`config.mk`:
```
export PLATFORM = sky130hd
export DESIGN_NAME = regfile_write_arbiter_flat
export DESIGN_NICKNAME = d
export VERILOG_FILES = /design/src/rtl/regfile_write_arbiter_if.sv /design/src/rtl/regfile_write_arbiter.sv /design/src/flat_wrapper.sv
export SDC_FILE = /design/constraint.sdc
export NUM_CORES = 1
export LEC_CHECK = 0
export BUFFER_PORTS_ARGS = -buffer_cell sky130_fd_sc_hd__buf_2
export CORE_MARGIN = 5
export CORE_UTILIZATION = 55
export CTS_CLUSTER_DIAMETER = 50
export DETAILED_ROUTE_END_ITERATION = 16
export GPL_ROUTABILITY_DRIVEN = 0
export GPL_TIMING_DRIVEN = 0
export PLACE_DENSITY = 0.83
export SYNTH_ARGS = -nofsm -noshare
export SYNTH_HDL_FRONTEND = slang
export SYNTH_SLANG_ARGS = --single-unit
export TNS_END_PERCENT = 30
```
`constraint.sdc`:
```
create_clock -name clk_i -period 3.7 [get_ports clk_i]
set_clock_uncertainty 0.1 [all_clocks]
set_input_delay 0.185 -clock clk_i [delete_from_list [all_inputs] [get_ports clk_i]]
set_output_delay 0.185 -clock clk_i [all_outputs]
set_load 0.01 [all_outputs]
```
`src/rtl/regfile_write_arbiter_if.sv`:
```
// Register file write arbiter bus: writeback, multi-cycle result channel,
// issue/decode scoreboard taps and the register file write port.
interface regfile_write_arbiter_if #(
    parameter int unsigned ADDRESS_WIDTH = 5,
    parameter int unsigned DATA_WIDTH    = 32
);
    // In-order pipeline writeback
    logic                     wb_we_i;
    logic [ADDRESS_WIDTH-1:0] wb_addr_i;
    logic [DATA_WIDTH-1:0]    wb_wd_i;
    logic                     wb_stall_o;

    // Multi-cycle unit result channel (valid/ready)
    logic                     mc_valid_i;
    logic                     mc_ready_o;
    logic [ADDRESS_WIDTH-1:0] mc_addr_i;
    logic [DATA_WIDTH-1:0]    mc_wd_i;

    // Issue and decode hazard lookup
    logic                     issue_i;
    logic [ADDRESS_WIDTH-1:0] issue_addr_i;
    logic [ADDRESS_WIDTH-1:0] rs1_addr_i;
    logic [ADDRESS_WIDTH-1:0] rs2_addr_i;
    logic                     hazard_o;

    // Register file write port
    logic                     rf_we_o;
    logic [ADDRESS_WIDTH-1:0] rf_addr_o;
    logic [DATA_WIDTH-1:0]    rf_wd_o;

    // Arbiter side
    modport slave (
        input  wb_we_i, wb_addr_i, wb_wd_i,
        input  mc_valid_i, mc_addr_i, mc_wd_i,
        input  issue_i, issue_addr_i, rs1_addr_i, rs2_addr_i,
        output wb_stall_o, mc_ready_o, hazard_o,
        output rf_we_o, rf_addr_o, rf_wd_o
    );

    // Pipeline / multi-cycle unit / register file side
    modport master (
        output wb_we_i, wb_addr_i, wb_wd_i,
        output mc_valid_i, mc_addr_i, mc_wd_i,
        output issue_i, issue_addr_i, rs1_addr_i, rs2_addr_i,
        input  wb_stall_o, mc_ready_o, hazard_o,
        input  rf_we_o, rf_addr_o, rf_wd_o
    );
endinterface

```
`src/rtl/regfile_write_arbiter.sv`:
```
// Shares the single register file write port between pipeline writeback and
// a multi-cycle unit. Multi-cycle results are buffered in a small FIFO and
// drain whenever writeback is idle; a starvation counter forces a one-cycle
// writeback stall so the FIFO cannot be blocked forever. A pending scoreboard
// flags read-after-write hazards to decode.
module regfile_write_arbiter #(
    parameter int unsigned ADDRESS_WIDTH = 5,
    parameter int unsigned DATA_WIDTH    = 32,
    parameter int unsigned FIFO_DEPTH    = 2,
    parameter int unsigned STARVE_LIMIT  = 4
) (
    input  logic                   clk_i,
    input  logic                   rst_i,
    regfile_write_arbiter_if.slave bus
);

    localparam int unsigned NUM_REGS = 1 << ADDRESS_WIDTH;
    localparam int unsigned PTR_W    = $clog2(FIFO_DEPTH);
    localparam int unsigned CNT_W    = $clog2(FIFO_DEPTH + 1);
    localparam int unsigned STV_W    = $clog2(STARVE_LIMIT + 1);

    // FIFO storage; kill marks an entry superseded by a younger writeback
    logic [ADDRESS_WIDTH-1:0] fifo_addr_q [FIFO_DEPTH];
    logic [DATA_WIDTH-1:0]    fifo_data_q [FIFO_DEPTH];
    logic [FIFO_DEPTH-1:0]    fifo_kill_q;

    logic [PTR_W-1:0]         rd_ptr_q;
    logic [PTR_W-1:0]         wr_ptr_q;
    logic [CNT_W-1:0]         count_q;
    logic [STV_W-1:0]         starve_q;
    logic [NUM_REGS-1:0]      pending_q;
    logic [NUM_REGS-1:0]      pending_d;

    logic                     rf_we_q;
    logic [ADDRESS_WIDTH-1:0] rf_addr_q;
    logic [DATA_WIDTH-1:0]    rf_wd_q;
    logic                     wb_stall_q;

    logic                     fifo_empty_c;
    logic                     ready_c;
    logic                     wbe_c;
    logic                     push_c;
    logic                     pop_c;
    logic                     hazard_c;
    logic [ADDRESS_WIDTH-1:0] head_addr_c;
    logic [DATA_WIDTH-1:0]    head_data_c;
    logic                     head_kill_c;

    // Handshake, effective writeback and drain decisions
    always_comb begin
        fifo_empty_c = (count_q == '0);
        ready_c      = !rst_i && (count_q < CNT_W'(FIFO_DEPTH));
        wbe_c        = bus.wb_we_i && (bus.wb_addr_i != '0) && !wb_stall_q;
        push_c       = bus.mc_valid_i && ready_c;
        pop_c        = !wbe_c && !fifo_empty_c;
        head_addr_c  = fifo_addr_q[rd_ptr_q];
        head_data_c  = fifo_data_q[rd_ptr_q];
        head_kill_c  = fifo_kill_q[rd_ptr_q];
    end

    // Scoreboard next state: a same-edge issue overrides the drain clear
    always_comb begin
        pending_d = pending_q;
        if (pop_c) begin
            pending_d[head_addr_c] = 1'b0;
        end
        if (bus.issue_i && (bus.issue_addr_i != '0)) begin
            pending_d[bus.issue_addr_i] = 1'b1;
        end
        pending_d[0] = 1'b0;
    end

    // Decode hazard: register 0 is never pending
    always_comb begin
        hazard_c = ((bus.rs1_addr_i != '0) && pending_q[bus.rs1_addr_i]) ||
                   ((bus.rs2_addr_i != '0) && pending_q[bus.rs2_addr_i]);
    end

    // FIFO payload; slots outside the valid window are overwritten on push,
    // so killing any matching slot is equivalent to killing valid ones only
    always_ff @(posedge clk_i) begin
        for (int i = 0; i < FIFO_DEPTH; i++) begin
            if (wbe_c && (fifo_addr_q[PTR_W'(i)] == bus.wb_addr_i)) begin
                fifo_kill_q[PTR_W'(i)] <= 1'b1;
            end
        end
        if (push_c) begin
            fifo_addr_q[wr_ptr_q] <= bus.mc_addr_i;
            fifo_data_q[wr_ptr_q] <= bus.mc_wd_i;
            fifo_kill_q[wr_ptr_q] <= wbe_c && (bus.mc_addr_i == bus.wb_addr_i);
        end
    end

    // Write port mux, FIFO pointers, starvation counter and scoreboard
    always_ff @(posedge clk_i) begin
        if (rst_i) begin
            rd_ptr_q   <= '0;
            wr_ptr_q   <= '0;
            count_q    <= '0;
            starve_q   <= '0;
            pending_q  <= '0;
            rf_we_q    <= 1'b0;
            rf_addr_q  <= '0;
            rf_wd_q    <= '0;
            wb_stall_q <= 1'b0;
        end else begin
            wb_stall_q <= 1'b0;

            if (wbe_c) begin
                rf_we_q   <= 1'b1;
                rf_addr_q <= bus.wb_addr_i;
                rf_wd_q   <= bus.wb_wd_i;
            end else if (pop_c) begin
                rf_we_q   <= !head_kill_c && (head_addr_c != '0);
                rf_addr_q <= head_addr_c;
                rf_wd_q   <= head_data_c;
                rd_ptr_q  <= rd_ptr_q + PTR_W'(1);
            end else begin
                rf_we_q   <= 1'b0;
            end

            if (push_c) begin
                wr_ptr_q <= wr_ptr_q + PTR_W'(1);
            end

            if (push_c && !pop_c) begin
                count_q <= count_q + CNT_W'(1);
            end else if (pop_c && !push_c) begin
                count_q <= count_q - CNT_W'(1);
            end

            // Non-empty and not popping means writeback blocked the drain
            if (fifo_empty_c || pop_c) begin
                starve_q <= '0;
            end else if (starve_q == STV_W'(STARVE_LIMIT - 1)) begin
                starve_q   <= '0;
                wb_stall_q <= 1'b1;
            end else begin
                starve_q <= starve_q + STV_W'(1);
            end

            pending_q <= pending_d;
        end
    end

    // Port drive
    always_comb begin
        bus.mc_ready_o = ready_c;
        bus.hazard_o   = hazard_c;
        bus.wb_stall_o = wb_stall_q;
        bus.rf_we_o    = rf_we_q;
        bus.rf_addr_o  = rf_addr_q;
        bus.rf_wd_o    = rf_wd_q;
    end

endmodule

```
`src/flat_wrapper.sv`:
```
// flat-port wrapper written by rule: the top's interface ports become plain ports
module regfile_write_arbiter_flat 
#(
    parameter int unsigned ADDRESS_WIDTH = 5,
    parameter int unsigned DATA_WIDTH    = 32,
    parameter int unsigned FIFO_DEPTH    = 2,
    parameter int unsigned STARVE_LIMIT  = 4
)
  (clk_i, rst_i, bus_wb_we_i, bus_wb_addr_i, bus_wb_wd_i, bus_mc_valid_i, bus_mc_addr_i, bus_mc_wd_i, bus_issue_i, bus_issue_addr_i, bus_rs1_addr_i, bus_rs2_addr_i, bus_wb_stall_o, bus_mc_ready_o, bus_hazard_o, bus_rf_we_o, bus_rf_addr_o, bus_rf_wd_o);
  regfile_write_arbiter_if #(.ADDRESS_WIDTH(ADDRESS_WIDTH), .DATA_WIDTH(DATA_WIDTH)) bus_i ();
  input  logic clk_i;
  input  logic rst_i;
  input wire logic [$bits(bus_i.wb_we_i)-1:0] bus_wb_we_i;
  input wire logic [$bits(bus_i.wb_addr_i)-1:0] bus_wb_addr_i;
  input wire logic [$bits(bus_i.wb_wd_i)-1:0] bus_wb_wd_i;
  input wire logic [$bits(bus_i.mc_valid_i)-1:0] bus_mc_valid_i;
  input wire logic [$bits(bus_i.mc_addr_i)-1:0] bus_mc_addr_i;
  input wire logic [$bits(bus_i.mc_wd_i)-1:0] bus_mc_wd_i;
  input wire logic [$bits(bus_i.issue_i)-1:0] bus_issue_i;
  input wire logic [$bits(bus_i.issue_addr_i)-1:0] bus_issue_addr_i;
  input wire logic [$bits(bus_i.rs1_addr_i)-1:0] bus_rs1_addr_i;
  input wire logic [$bits(bus_i.rs2_addr_i)-1:0] bus_rs2_addr_i;
  output wire logic [$bits(bus_i.wb_stall_o)-1:0] bus_wb_stall_o;
  output wire logic [$bits(bus_i.mc_ready_o)-1:0] bus_mc_ready_o;
  output wire logic [$bits(bus_i.hazard_o)-1:0] bus_hazard_o;
  output wire logic [$bits(bus_i.rf_we_o)-1:0] bus_rf_we_o;
  output wire logic [$bits(bus_i.rf_addr_o)-1:0] bus_rf_addr_o;
  output wire logic [$bits(bus_i.rf_wd_o)-1:0] bus_rf_wd_o;
  assign bus_i.wb_we_i = bus_wb_we_i;
  assign bus_i.wb_addr_i = bus_wb_addr_i;
  assign bus_i.wb_wd_i = bus_wb_wd_i;
  assign bus_i.mc_valid_i = bus_mc_valid_i;
  assign bus_i.mc_addr_i = bus_mc_addr_i;
  assign bus_i.mc_wd_i = bus_mc_wd_i;
  assign bus_i.issue_i = bus_issue_i;
  assign bus_i.issue_addr_i = bus_issue_addr_i;
  assign bus_i.rs1_addr_i = bus_rs1_addr_i;
  assign bus_i.rs2_addr_i = bus_rs2_addr_i;
  assign bus_wb_stall_o = bus_i.wb_stall_o;
  assign bus_mc_ready_o = bus_i.mc_ready_o;
  assign bus_hazard_o = bus_i.hazard_o;
  assign bus_rf_we_o = bus_i.rf_we_o;
  assign bus_rf_addr_o = bus_i.rf_addr_o;
  assign bus_rf_wd_o = bus_i.rf_wd_o;
  regfile_write_arbiter #(.ADDRESS_WIDTH(ADDRESS_WIDTH), .DATA_WIDTH(DATA_WIDTH), .FIFO_DEPTH(FIFO_DEPTH), .STARVE_LIMIT(STARVE_LIMIT)) u_core (.clk_i(clk_i), .rst_i(rst_i), .bus(bus_i));
endmodule
```
[Word level (Yosys, flattened, before mapping)]
Memory sizes are Yosys's and may differ from the RTL's. A register that Yosys moved wholly into a read port is not among the register bits.
Cells that the tools add are included.
Cells by class
  $add $sub $neg: 5
  magnitude comparators: 10
  equal/unequal tests: 3
  muxes and demuxes: 32
  bitwise logic cells: 4
  reductions and logical operators: 36
Operators by type and width (number)
  two-way mux 32 bit: 4
  bitwise AND 32 bit: 1
  inverter 32 bit: 1
  bitwise OR 32 bit: 1
  nonzero test 5 bit: 5
  less-than comparator 5 x 6 -> 1 bit, second input constant: 4
  two-way mux 1 bit: 18
  logical AND 1 bit: 16
  binary-select mux 1 bit (select 5 bit): 2
  demux 1 bit (select 5 bit): 2
  equality test 5 bit: 2
  greater-or-equal comparator 5 x 1 -> 1 bit, second input constant: 2
  two-way mux 5 bit: 2
  zero test 1 bit: 7
  less-than comparator 1 x 2 -> 1 bit, second input constant: 2
  two-way mux 2 bit: 2
  nonzero test 2 bit: 2
  adder 3 x 1 -> 3 bit, second input constant: 1
  equality test 3 x 2 -> 1 bit, second input constant: 1
  OR reduction 3 bit: 1
  adder 1 bit, second input constant: 2
  adder 2 x 1 -> 2 bit, second input constant: 1
  bitwise mux 2 bit: 1
  zero test 2 bit: 1
  8 further kinds: 9
Storage, ports and cells
  register bits after elaboration: 80
  bits in writable memories: 74
  input port bits: 94
  output and inout bits: 41
  logic and storage cells: 104
  memories kept: 2
Memories
  u_core.fifo_data_q: depth 2, bits a word 32, rd ports 1, clocked after memory_dff 1, write ports 1, line regfile_write_arbiter.sv:24  | logic [DATA_WIDTH-1:0] fifo_data_q [FIFO_DEPTH];
  u_core.fifo_addr_q: depth 2, bits a word 5, rd ports 2, clocked after memory_dff 1, write ports 1, line regfile_write_arbiter.sv:23  | logic [ADDRESS_WIDTH-1:0] fifo_addr_q [FIFO_DEPTH];

[Logic depth before layout (Yosys ltp)]
Gate-level depths: netlist (run 1).
  word-level depth: 9
  depth in mapped cells: 8
  gate-level depth less buffers: 7

[Worst setup path after synthesis (run 1)]
Ideal clock, no wire load.
  path type: register to register
  from: register u_core.count_q[1]
  to: register u_core.fifo_kill_q[0]
  library setup time: 0.211 ns
  arrival time: 2.561 ns
  required time: 3.389 ns
  slack: 0.828 ns
  stages on the path, launching flop included: 5
  buffers on the path: 0
  clock period less this slack: 2.872 ns
  cell sequence: dfxtp_1 > nor2_1 > nand2_1 > nor2_1 > o21ai_0
On the way
  longest elaborated chain between the ends: 4
RTL lines
  start, declared: line regfile_write_arbiter.sv:29  | logic [CNT_W-1:0] count_q;
  start signal, assigned: line regfile_write_arbiter.sv:127  | count_q <= count_q + CNT_W'(1);
  start signal, assigned: line regfile_write_arbiter.sv:129  | count_q <= count_q - CNT_W'(1);
  less-than comparator 2 bit: line regfile_write_arbiter.sv:52  | ready_c = !rst_i && (count_q < CNT_W'(FIFO_DEPTH));
  logical AND 1 bit: line regfile_write_arbiter.sv:52
  named net bus_mc_ready_o: line flat_wrapper.sv:24  | output wire logic [$bits(bus_i.mc_ready_o)-1:0] bus_mc_ready_o;
  logical AND 1 bit: line regfile_write_arbiter.sv:54  | push_c = bus.mc_valid_i && ready_c;
  two-way mux 1 bit: line regfile_write_arbiter.sv:87  | if (push_c) begin
  end signal, assigned by index: line regfile_write_arbiter.sv:90  | fifo_kill_q[wr_ptr_q] <= wbe_c && (bus.mc_addr_i == bus.wb_addr_i);
  end, declared: line regfile_write_arbiter.sv:25  | logic [FIFO_DEPTH-1:0] fifo_kill_q;
The timed path passes the listed nets, and every way through them passes these cells.
A chain may end at the register's enable or synchronous reset.

[Worst setup path after layout (run 1)]
  from: input port bus_wb_addr_i[2]
  to: register u_core.count_q[1]
On the way
  longest elaborated chain between the ends: 8
  elaborated cells between the ends (all ways): 10
  those cells by class: mux: 1; reduce/logical: 9
RTL lines
  start, declared: line flat_wrapper.sv:14  | input wire logic [$bits(bus_i.wb_addr_i)-1:0] bus_wb_addr_i;
  nonzero test 5 bit (*): line regfile_write_arbiter.sv:53  | wbe_c = bus.wb_we_i && (bus.wb_addr_i != '0) && !wb_stall_q;
  logical AND 1 bit (*) (2 in series): line regfile_write_arbiter.sv:53
  zero test 1 bit (*): line regfile_write_arbiter.sv:55  | pop_c = !wbe_c && !fifo_empty_c;
  logical AND 1 bit (*): line regfile_write_arbiter.sv:55
  zero test 1 bit: line regfile_write_arbiter.sv:126  | if (push_c && !pop_c) begin
  logical AND 1 bit: line regfile_write_arbiter.sv:126
  two-way mux 2 bit or nonzero test 2 bit (tied branches)
Every way passes the cells marked *; elsewhere a longest branch is shown, timed or not.

==> qor.log, run 1 <==
INFO  routing        initialDrtViolationCount=666
INFO  status         run_status=completed
INFO  timing         min_period_over_period=0.772
INFO  clock_network  cts-htree-levels=4
INFO  layout         antenna_cells_inserted=0
INFO  floorplanning  core-area=11900um^2
INFO  routing        detail_route.vias_per_cell=6.24
INFO  floorplanning  die_h=120um
INFO  critical_path  critPathRequiredTime=3.94ns
INFO  placement      dpl.hpwl=12200um
INFO  logic_synthesis yosysTopAreaCell=edfxtp_1
INFO  layout         design_area=8830um^2
INFO  layout         filler_cell_count=655
INFO  floorplanning  boundaryPins=135
INFO  power_and_ir_drop cellPowerDensity=602nW/um^2
INFO  logic_synthesis netlist_top_cells_count=113 x nand2_1, 79 x dfxtp_1, 75 x edfxtp_1, 72 x a21oi_1, 45 x mux2i_1
INFO  clock_network  clock_insertion_delay_at_the_later_pin_of_the_skew_report=0.42ns
INFO  timing         tightest_slew=0.811ns
INFO  layout         instances_no_fill=995
INFO  clock_network  tritoncts=built
INFO  layout         design.final.nets=932
INFO  critical_path  crit_type=in -> reg
INFO  logic_synthesis post_synth_num_cell_types=43
INFO  timing         fin_crit=2.86ns
INFO  routing        route.final.wire_length=22000um
INFO  logic_synthesis postSynthRegisterBits=154
INFO  critical_path  critical_path_arrival=3.10ns
INFO  routing        detail_route.drc_violations=0
INFO  routing        routed-via-count=6206
INFO  timing         final-hold-violation-count=0
INFO  clock_network  cts_sinks=154
INFO  clock_network  cts_max_path_buffers=2
INFO  timing         setup_slack=0.842ns
INFO  clock_network  cts-buffers-inserted=17
INFO  logic_synthesis yosysWarningCount=0
INFO  critical_path  crit_path_end_kind=register
INFO  power_and_ir_drop irDropWorstVdd=0.000407V
INFO  logic_synthesis ys_top_cells_by_area=edfxtp_1 34%, dfxtp_1 24%, mux2i_1 6.8%, nand2_1 6.4%, a21oi_1 5.4%
INFO  power_and_ir_drop power_leakage=3.35nW
INFO  grt            grt_first_pass_wirelength=34700um
INFO  logic_synthesis netlist_instances=609
INFO  layout         final_layout_size_suffix_gt1_frac=0.229
INFO  grt            via_count_of_the_first_global_routing_pass=6493
INFO  grt            grt_start_max_net_pins=23
INFO  grt            total_overflow_reported_by_the_global_router=0
INFO  grt            grt_antenna_before_repair=0
INFO  logic_synthesis syn_avg_cell_area=10.9um^2
INFO  clock_network  ctsResizeCount=0
INFO  routing        routedWlPerCell=22.1um
INFO  floorplanning  fp.dieW=120um
INFO  logic_synthesis synth_sequential_area_ratio=0.580
INFO  clock_network  setup_repair_bufs_after_cts=0
INFO  timing         timing.final.max_slew_violations=0
INFO  grt            grt_util_all_layers=0.312
INFO  logic_synthesis netlist_area_before_placement=6620um^2
INFO  timing         clock.fmax=350MHz
INFO  timing         rsz0062_at_grt=no
INFO  logic_synthesis post-synth-top-area-fraction=0.340
INFO  floorplanning  die_area=14300um^2
INFO  logic_synthesis syn-num-nets=706
INFO  timing         setup_viol=0
INFO  routing        postRouteAntennaNets=0
INFO  logic_synthesis postSynth.asyncResetShare=0
INFO  routing        drt_first_pass_iters=5
INFO  floorplanning  initial_utilization=0.555
INFO  critical_path  worstPathMaxFanout=10
INFO  timing         slew-limit-headroom=0.444
INFO  layout         area_growth_from_synthesis_to_final_layout=33.5%
INFO  logic_synthesis predominant_post_synthesis_flop_cell=dfxtp_1
INFO  placement      postPlaceCellArea=7520um^2
INFO  placement      place.port_buffers=132
INFO  clock_network  holdBufCountCts=73
INFO  clock_network  clk_pin_slew_worst_paths=0.06ns
INFO  clock_network  cts.root.buffer_cell=clkbuf_16
INFO  logic_synthesis synth_edf_count=75
INFO  job            max_cap_violations=0
INFO  critical_path  start_kind=input port
INFO  hold_path      hold_path_class=in -> reg
INFO  floorplanning  row_count=40
INFO  placement      placedCellCount=890
INFO  placement      post-place-ws=1.19ns
INFO  logic_synthesis synthMostInstantiatedCell=nand2_1
[logic make-up after synthesis]
kind of cell,share of synthesized area
xor gates and xnor gates,0.0185
DFF,0.580
buffers and inverters,0.0289
adders and majority gates,0.00567
AOI/OAI and AO/OA,0.140
and+or+nand+nor,0.119
muxes,0.109
[flip-flops by register name (all words and copies together), names as in the netlist, named ones only]
name,flops
u_core.bus.rf_addr_o,5
u_core.bus.rf_wd_o,32
u_core.bus.rf_we_o,1
u_core.bus.wb_stall_o,1
u_core.count_q,2
u_core.fifo_addr_q,10
u_core.fifo_data_q,64
u_core.fifo_kill_q,2
u_core.pending_q,31
u_core.rd_ptr_q,1
u_core.starve_q,3
u_core.wr_ptr_q,1
[metal layers]
layer | wire length (um) | part of all wire | vias to the layer above | track usage
met3 | 2080 | 0.095 | 118 | 0.0806
met4 | 1300 | 0.059 | 0 | 0.188
li1 | - | - | 2666 | -
met1 | 7580 | 0.35 | 2935 | 0.344
met5 | 0 | 0 | - | 0
met2 | 11000 | 0.50 | 487 | 0.540
[where the power goes]
part           internal (mW)  total (mW)  switching, mW
Combinational          0.537        1.49          0.950
Clock                   1.00        1.73          0.734
Sequential              1.98        2.09          0.111
Total                   3.52        5.31           1.79
[path summary, 6_finish.rpt]
check	start	endpoint	slack, ns	depth (start not counted)
hold / removal	rst_i	u_core.starve_q[0]$_SDFF_PP0_	0.01	3
setup reg to reg	u_core.count_q[0]$_SDFFE_PP0P_	u_core.count_q[1]$_SDFFE_PP0P_	1.14	7
setup / recovery	bus_wb_addr_i[2]	u_core.count_q[1]$_SDFFE_PP0P_	0.84	9
hold reg to reg	u_core.starve_q[0]$_SDFF_PP0_	u_core.starve_q[0]$_SDFF_PP0_	0.32	1
[final cells by class]
class	count	area, um^2	share of cell area
Multi-Input combinational cell	411	2600	0.294
Clock buffer	19	433	0.0490
Sequential cell	154	3830	0.434
Tap cell	147	184	0.0208
Timing Repair Buffer	207	1450	0.164
Clock inverter	13	146	0.0166
Inverter	6	22.5	0.00255
Buffer	38	169	0.0191
[placed cells by master, fill, tap and decap left out, types with 2 or more instances in the layout]
| cell | count |
|---|---|
| nand4_1 | 4 |
| mux2i_1 | 45 |
| or3_1 | 3 |
| nand3_1 | 6 |
| clkbuf_16 | 17 |
| nor2b_1 | 9 |
| edfxtp_1 | 75 |
| o2111ai_1 | 3 |
| xnor2_1 | 5 |
| or4_1 | 2 |
| mux2_2 | 4 |
| nor2_1 | 21 |
| clkbuf_1 | 25 |
| nand2_1 | 113 |
| clkinv_2 | 2 |
| xor2_1 | 9 |
| mux4_2 | 10 |
| clkinv_4 | 5 |
| nor3_1 | 5 |
| buf_6 | 2 |
| dlygate4sd3_1 | 73 |
| buf_2 | 141 |
| dfxtp_1 | 79 |
| buf_1 | 4 |
| buf_16 | 2 |
| inv_1 | 6 |
| inv_6 | 2 |
| nand3b_1 | 4 |
| a21oi_1 | 72 |
| bufinv_16 | 2 |
| o21a_1 | 2 |
| ha_1 | 3 |
| nand2b_1 | 4 |
| clkinvlp_4 | 2 |
| o21ai_0 | 35 |
| o211ai_1 | 36 |
[worst max-delay path, cell delays in order]
cell	delay [ns]
dlygate4sd3_1	0.57
buf_2	0.19
or4_4	0.55
o21ai_4	0.31
buf_6	0.22
nand2_1	0.12
ha_1	0.37
or3_1	0.41
a21oi_1	0.17
[metrics by stage]
step	setup TNS, ns	utilization	power (mW)	hold WS [ns]
after floorplan	0	-	2.95	0.184
after global placement	-0.0600	0.626	3.33	0.273
after detailed placement	0	0.632	3.39	0.276
after CTS	0	0.742	5.14	0.0100
after global routing	0	0.742	5.49	0.0564
final	0	0.742	5.31	0.0110
Note: power is estimated with default switching activity, not from simulation.
==> run 2: changes to the inputs <==
CORE_UTILIZATION = 49   (was 55)
PLACE_DENSITY = 0.78   (was 0.83)
clock period = 2.5 ns   (was 3.7 ns; I/O delays follow)
==> run 2 against run 1 <==
  * Non-clock buffer count grew 6
  * Setup slack worse by 0.76 ns
  * Final cell count is 3.6% higher
  * Clock power grew 51%
  * Register-to-register slack lost 0.99 ns
  * Flip-flop and latch count is the same
  * Routed wire length decreased by 11%
  * First-iteration DRC count is 41% lower
  * Combinational power is 42% higher
  * Design area rose by 1.4%
  * Total power up 47%
  * Largest power group unchanged
==> qor.log, run 2 (synthesized netlist as in run 1, its figures left out) <==
INFO  grt            via_count_of_the_first_global_routing_pass=6164 [was 6493]
INFO  layout         area_growth_from_synthesis_to_final_layout=35.5% [was 33.5%]
INFO  critical_path  worstReg2RegStart=u_core.bus.wb_stall_o$_SDFF_PP0_ [was u_core.count_q[0]$_SDFFE_PP0P_]
INFO  routing        initialDrtViolationCount=391 [was 666]
INFO  placement      place.port_buffers=132 [unchanged]
INFO  critical_path  ff2ff_setup_slack=0.15ns [was 1.14 ns]
INFO  timing         clock.fmax=414MHz
INFO  floorplanning  core-area=13200um^2 [was 11900 um^2]
INFO  critical_path  crit_type=in -> reg [unchanged]
INFO  grt            grt_util_all_layers=0.244 [was 0.312]
INFO  placement      postPlaceCellArea=7540um^2 [was 7520 um^2]
INFO  critical_path  crit_path_end_kind=register [unchanged]
INFO  clock_network  cts_sinks=154 [unchanged]
INFO  grt            busiest_layer=met2 [unchanged]
INFO  routing        detail_route.vias_per_cell=5.72 [was 6.24]
INFO  power_and_ir_drop irDropWorstVdd=0.000583V [was 0.000407 V]
INFO  clock_network  cts-buffers-inserted=17 [unchanged]
INFO  grt            met2_usage=0.428 [was 0.540]
INFO  floorplanning  boundaryPins=135 [unchanged]
INFO  placement      placedCellCount=919 [was 890]
INFO  power_and_ir_drop clock_power_share=0.335 [was 0.326]
INFO  hold_path      hold_path_class=in -> reg [unchanged]
INFO  layout         layout.cells.most_common=buf_2 [unchanged]
INFO  timing         fin_crit=2.41ns
INFO  critical_path  endpoint=u_core.count_q[1]$_SDFFE_PP0P_ [unchanged]
INFO  timing         slew-limit-headroom=0.486 [was 0.444]
INFO  power_and_ir_drop total_power=7.80mW [was 5.31 mW]
INFO  critical_path  regToRegEndpoint=u_core.bus.rf_wd_o[17]$_SDFFE_PP0P_ [was u_core.count_q[1]$_SDFFE_PP0P_]
INFO  power_and_ir_drop power_frac_seq=0.395 [was 0.394]
INFO  floorplanning  die_h=126um [was 120 um]
INFO  timing         tightest_slew=0.749ns [was 0.811 ns]
INFO  clock_network  clk_pin_slew_worst_paths=0.06ns [about the same]
INFO  layout         mostFrequentLayoutCells=141 x buf_2, 112 x nand2_1, 79 x dfxtp_1 [was 141 x buf_2, 113 x nand2_1, 79 x dfxtp_1]
INFO  power_and_ir_drop comb_power_share=0.271 [was 0.280]
INFO  timing         rsz0062_at_grt=no [unchanged]
INFO  routing        postRouteAntennaNets=0 [unchanged]
INFO  power_and_ir_drop internal_power_contribution=5.35mW [was 3.52 mW]
INFO  power_and_ir_drop cellPowerDensity=870nW/um^2 [was 602 nW/um^2]
INFO  timing         fin_hold_ws=0.0409ns [was 0.0110 ns]
INFO  power_and_ir_drop power.net_switching=2.45mW [was 1.79 mW]
INFO  power_and_ir_drop netSwitchingFraction=0.314 [was 0.338]
INFO  timing         setup_viol=0 [unchanged]
INFO  layout         max_flop_register=u_core.fifo_data_q [unchanged]
INFO  critical_path  worstPathMaxFanout=10 [unchanged]
INFO  critical_path  start_kind=input port [unchanged]
INFO  clock_network  cts.root.buffer_cell=clkbuf_16 [unchanged]
INFO  clock_network  cts_max_path_buffers=2 [unchanged]
INFO  layout         design_area=8960um^2 [was 8830 um^2]
INFO  grt            grtUsageMet1=0.278 [was 0.344]
INFO  routing        routed-via-count=5901 [was 6206]
INFO  layout         design.final.nets=938 [was 932]
INFO  routing        route.final.wire_length=19600um [was 22000 um]
INFO  timing         timing.final.max_slew_violations=0 [unchanged]
INFO  layout         largest_register_ff_count=64 [unchanged]
INFO  layout         instances_no_fill=1031 [was 995]
INFO  critical_path  critPathLaunch=bus_wb_addr_i[4] [was bus_wb_addr_i[2]]
INFO  grt            grt_start_max_net_pins=34 [was 23]
INFO  placement      dpl.hpwl=12700um [was 12200 um]
INFO  power_and_ir_drop power_leakage=3.41nW [was 3.35 nW]
INFO  timing         min_period_over_period=0.966
INFO  timing         final-hold-violation-count=0 [unchanged]
INFO  grt            grtUsageMet3=0.0635 [was 0.0806]
INFO  routing        drt_first_pass_iters=7 [was 5]
INFO  floorplanning  fp.dieW=126um [was 120 um]
INFO  critical_path  critical_path_arrival=2.65ns [was 3.10 ns]
INFO  floorplanning  row_count=42 [was 40]
INFO  floorplanning  initial_utilization=0.500 [was 0.555]
INFO  critical_path  reg2regPathDepth=6 [was 7]
INFO  clock_network  tritoncts=built [unchanged]
INFO  grt            grt_antenna_before_repair=1 [was 0]
INFO  routing        detail_route.drc_violations=0 [unchanged]
INFO  grt            grt_first_pass_wirelength=30900um [was 34700 um]
INFO  timing         tns=0ns [unchanged]
INFO  job            max_cap_violations=0 [unchanged]
INFO  floorplanning  die_area=15900um^2 [was 14300 um^2]
INFO  layout         final_layout_size_suffix_gt1_frac=0.231 [was 0.229]
INFO  routing        routedWlPerCell=19.0um [was 22.1 um]
INFO  status         run_status=completed [unchanged]
INFO  critical_path  critPathRequiredTime=2.74ns [was 3.94 ns]
INFO  clock_network  cts-htree-levels=4 [unchanged]
INFO  grt            total_overflow_reported_by_the_global_router=0 [unchanged]
INFO  clock_network  clock_insertion_delay_at_the_later_pin_of_the_skew_report=0.41ns [was 0.42 ns]
==> run 2: critical path: stages <==
cell and delay (ns):
dlygate4sd3_1 0.56, buf_2 0.16, or4_4 0.44, o21ai_4 0.27, buf_6 0.20, nand2_2 0.10
ha_4 0.20, xor2_1 0.14, or3_1 0.31, a21oi_1 0.14
==> run 2: worst min path at each step <==
stage,from,to,slack [ns],depth (start not counted)
6_report,bus_issue_addr_i[3],u_core.pending_q[19]$_SDFF_PP0_,0.04,4
5_1_grt,bus_issue_addr_i[3],u_core.pending_q[18]$_SDFF_PP0_,0.06,4
4_1_cts,bus_issue_addr_i[3],u_core.pending_q[19]$_SDFF_PP0_,0.02,4
3_5_place_dp,bus_mc_wd_i[3],u_core.fifo_data_q[0][3]$_DFFE_PP_,0.22,1
3_3_place_gp,bus_mc_wd_i[21],u_core.fifo_data_q[0][21]$_DFFE_PP_,0.21,1
2_1_floorplan,bus_mc_addr_i[0],u_core.fifo_addr_q[0][0]$_DFFE_PP_,0.12,0
==> run 2: stage by stage <==
step	utilization	setup WS, ns
2_1_floorplan	-	0.272
4_1_cts	0.674	0.0246
5_1_grt	0.677	0.00800
3_5_place_dp	0.570	0.0434
3_3_place_gp	0.566	-0.195
6_report	0.677	0.0860
==> run 2: routing by layer <==
| metal | up-vias | part of all wire |
|---|---|---|
| li1 | 2695 | - |
| met1 | 2793 | 0.37 |
| met2 | 354 | 0.51 |
| met3 | 59 | 0.083 |
| met4 | 0 | 0.033 |
| met5 | - | 0 |
==> run 2: timing repair <==
action	in CTS	in global routing
setup buffers	0	2
endpoints found under the hold margin	117	0
hold buffers	77	0
gates resized for setup	0	2
endpoints found under the setup margin	0	1
==> run 2: power by group through the flow <==
stage,combinational (mW),clock [mW],sequential [mW]
after floorplan,1.21,0,3.15
after global placement,1.85,0,3.11
after detailed placement,1.94,0,3.11
after CTS,2.04,2.61,3.06
after global routing,2.29,2.74,3.10
final,2.11,2.61,3.08
==> run 2: layout make-up <==
| class | count | area, um^2 |
|---|---|---|
| diodes | 1 | 2.50 |
| plain buffers | 38 | 169 |
| clock buffers | 24 | 537 |
| clock inverters | 8 | 76.3 |
| fillers | 915 | 4280 |
| inverters | 6 | 22.5 |
| multi-input cells | 411 | 2610 |
| flip-flops and latches | 154 | 3830 |
| well taps | 176 | 220 |
| repair buffers | 213 | 1490 |
==> run 3: changes to the inputs <==
CORE_UTILIZATION = 40   (was 49)
PLACE_DENSITY = 0.67   (was 0.78)
==> run 3 against run 2 <==
  * Combinational power down 3%
  * Hold slack got worse by 0.010 ns
  * Sequential power hardly changed
  * Total power is 1.9% lower
  * Setup slack gained 0.023 ns
  * Die area up 21%
  * Count of clock-buffer cells in the layout shrank 5
  * First-iteration DRC count decreased by 17%
  * Maximum frequency rose by 0.97%
  * Register-to-register slack hardly changed
  * Via count down 6.3%
  * Critical path type unchanged
  * Largest cell class unchanged
  * Highest routed layer is now met5
==> qor.log, run 3 (synthesized netlist as in run 1, its figures left out) <==
INFO  status         run_status=completed [unchanged]
INFO  routing        detail_route.drc_violations=0 [unchanged]
INFO  critical_path  critical_path_buf_inv_count=3 [unchanged]
INFO  power_and_ir_drop total_power=7.65mW [was 7.80 mW]
INFO  hold_path      min-delay-start=bus_issue_addr_i[0] [was bus_issue_addr_i[3]]
INFO  placement      placedCellCount=963 [was 919]
INFO  critical_path  critPathRequiredTime=2.74ns [about the same]
INFO  floorplanning  boundaryPins=135 [unchanged]
INFO  timing         rsz0062_at_grt=no [unchanged]
INFO  floorplanning  row_count=47 [was 42]
INFO  grt            total_overflow_reported_by_the_global_router=0 [unchanged]
INFO  critical_path  critical_path_arrival=2.64ns [was 2.65 ns]
INFO  job            max_cap_violations=0 [unchanged]
INFO  grt            grt_start_max_net_pins=29 [was 34]
INFO  layout         final_layout_size_suffix_gt1_frac=0.232 [was 0.231]
INFO  layout         design_area=8990um^2 [was 8960 um^2]
INFO  critical_path  critical_path.top_delay_family=simple AND/OR/NAND/NOR gates [was buffers and inverters]
INFO  clock_network  cts_max_path_buffers=2 [unchanged]
INFO  timing         slew-limit-headroom=0.500 [was 0.486]
INFO  floorplanning  initial_utilization=0.403 [was 0.500]
INFO  grt            grt_util_all_layers=0.188 [was 0.244]
INFO  layout         area_growth_from_synthesis_to_final_layout=35.9% [was 35.5%]
INFO  layout         antenna_cells_inserted=0 [was 1]
INFO  clock_network  cts-htree-levels=4 [unchanged]
INFO  critical_path  critPathLaunch=bus_wb_addr_i[4] [unchanged]
INFO  power_and_ir_drop power_leakage=3.39nW [was 3.41 nW]
INFO  clock_network  clk_pin_slew_worst_paths=0.06ns [about the same]
INFO  routing        initialDrtViolationCount=323 [was 391]
INFO  placement      postPlaceCellArea=7600um^2 [was 7540 um^2]
INFO  grt            grt_first_pass_wirelength=29000um [was 30900 um]
INFO  critical_path  crit_type=in -> reg [unchanged]
INFO  power_and_ir_drop cellPowerDensity=851nW/um^2 [was 870 nW/um^2]
INFO  clock_network  cts.root.buffer_cell=clkbuf_16 [unchanged]
INFO  grt            grt_antenna_before_repair=1 [unchanged]
INFO  timing         fin_crit=2.39ns [was 2.41 ns]
INFO  routing        detail_route.vias_per_cell=5.15 [was 5.72]
INFO  critical_path  worstPathMaxFanout=10 [unchanged]
INFO  floorplanning  fp.dieW=139um [was 126 um]
INFO  layout         design.final.nets=938 [unchanged]
INFO  timing         final-hold-violation-count=0 [unchanged]
INFO  clock_network  clock_insertion_delay_at_the_later_pin_of_the_skew_report=0.42ns [was 0.41 ns]
INFO  routing        drt_first_pass_iters=5 [was 7]
INFO  critical_path  start_kind=input port [unchanged]
INFO  layout         layout.cells.most_common=buf_2 [unchanged]
INFO  clock_network  tritoncts=built [unchanged]
INFO  routing        routed-via-count=5527 [was 5901]
INFO  layout         mostFrequentLayoutCells=141 x buf_2, 113 x nand2_1, 79 x dfxtp_1 [was 141 x buf_2, 112 x nand2_1, 79 x dfxtp_1]
INFO  critical_path  worstPathCellList=dlygate4sd3_1 -> buf_2 -> or4_4 -> o21ai_4 -> buf_8 -> nand2_1 -> ha_4 -> xor2_1 -> or3_1 -> a21oi_1 [was dlygate4sd3_1 -> buf_2 -> or4_4 -> o21ai_4 -> buf_6 -> nand2_2 -> ha_4 -> xor2_1 -> or3_1 -> a21oi_1]
INFO  timing         min_period_over_period=0.956 [was 0.966]
INFO  timing         timing.final.max_slew_violations=0 [unchanged]
INFO  routing        postRouteAntennaNets=0 [unchanged]
INFO  clock_network  cts_sinks=154 [unchanged]
INFO  layout         largest_register_ff_count=64 [unchanged]
INFO  critical_path  crit_path_end_kind=register [unchanged]
INFO  placement      place.port_buffers=132 [unchanged]
INFO  timing         tightest_slew=0.729ns [was 0.749 ns]
INFO  layout         max_flop_register=u_core.fifo_data_q [unchanged]
INFO  floorplanning  die_area=19200um^2 [was 15900 um^2]
INFO  routing        routedWlPerCell=16.7um [was 19.0 um]
INFO  layout         instances_no_fill=1074 [was 1031]
INFO  hold_path      hold_path_class=in -> reg [unchanged]
INFO  timing         clock.fmax=418MHz [was 414 MHz]
INFO  grt            via_count_of_the_first_global_routing_pass=5735 [was 6164]
INFO  critical_path  cpMaxStageDelayCell=dlygate4sd3_1 [unchanged]
INFO  floorplanning  die_h=139um [was 126 um]
INFO  layout         fin_util=0.548 [was 0.677]
INFO  floorplanning  core-area=16400um^2 [was 13200 um^2]
INFO  placement      dpl.hpwl=12300um [was 12700 um]
INFO  timing         setup_viol=0 [unchanged]
INFO  power_and_ir_drop irDropWorstVdd=0.000639V [was 0.000583 V]
INFO  routing        route.final.wire_length=17900um [was 19600 um]
INFO  timing         tns=0ns [unchanged]
INFO  clock_network  cts-buffers-inserted=17 [unchanged]
INFO  critical_path  worst_path_largest_cell_delay=0.55ns [was 0.56 ns]
==> run 3: cell types whose count changed in the layout (fill, tap and decap cells not counted), sizes merged <==
cell / delta
dlygate4sd3: +1
clkinvlp: +2
clkinv: +2
bufinv: +1
buf: -1
diode: -1
clkbuf: -5
==> run 3: power breakdown <==
part	switching, mW	internal (mW)	total (mW)	leakage (nW)
clock	1.03	1.50	2.54	0.282
combinational	1.25	0.807	2.05	1.77
sequential	0.129	2.93	3.06	1.33
total	2.41	5.24	7.65	3.39
==> run 3: worst paths after layout <==
kind | end | slack, ns | cells after the start
worst max register to register | u_core.pending_q[29]$_SDFF_PP0_ | 0.16 | 6
worst min register to register | u_core.starve_q[0]$_SDFF_PP0_ | 0.33 | 1
worst min-delay path | u_core.pending_q[20]$_SDFF_PP0_ | 0.03 | 4
worst max-delay path | u_core.count_q[1]$_SDFFE_PP0P_ | 0.11 | 10
==> run 3: layout make-up <==
class	count	area (um^2)
Tap cell	220	275
Multi-Input combinational cell	411	2610
Buffer	38	174
Clock inverter	13	141
Sequential cell	154	3830
Timing Repair Buffer	213	1490
Fill cell	1406	7410
Clock buffer	19	443
Inverter	6	22.5
==> run 3: repair_timing <==
action,4_1_cts,5_1_grt
setup endpoints to repair,0,5
endpoints found under the hold margin,121,0
resized for setup,0,5
buffers inserted,0,1
hold buffers,78,0
==> run 3: worst register-to-register path: stages (launching register included) <==
cell	delay, ns
dfxtp_1	0.35
buf_2	0.29
mux2_2	0.43
nor2_1	0.26
nand3_1	0.40
o21ai_0	0.29
a21oi_1	0.09
==> run 3: metrics by stage <==
stage	hold slack [ns]	setup slack (ns)
4_1_cts	0.00903	0.00429
6_report	0.0307	0.109
2_1_floorplan	0.124	0.272
3_3_place_gp	0.214	-0.369
3_5_place_dp	0.216	-0.0105
5_1_grt	0.0591	0.00818
==> run 3: metal layers <==
| layer | part of all wire | vias to the layer above | wire length (um) | track usage |
|---|---|---|---|---|
| met1 | 0.42 | 2621 | 7590 | 0.228 |
| li1 | - | 2691 | - | - |
| met4 | 0.020 | 2 | 359 | 0.0562 |
| met3 | 0.065 | 27 | 1160 | 0.0552 |
| met2 | 0.49 | 186 | 8810 | 0.325 |
| met5 | 0.00039 | - | 7 | 0 |
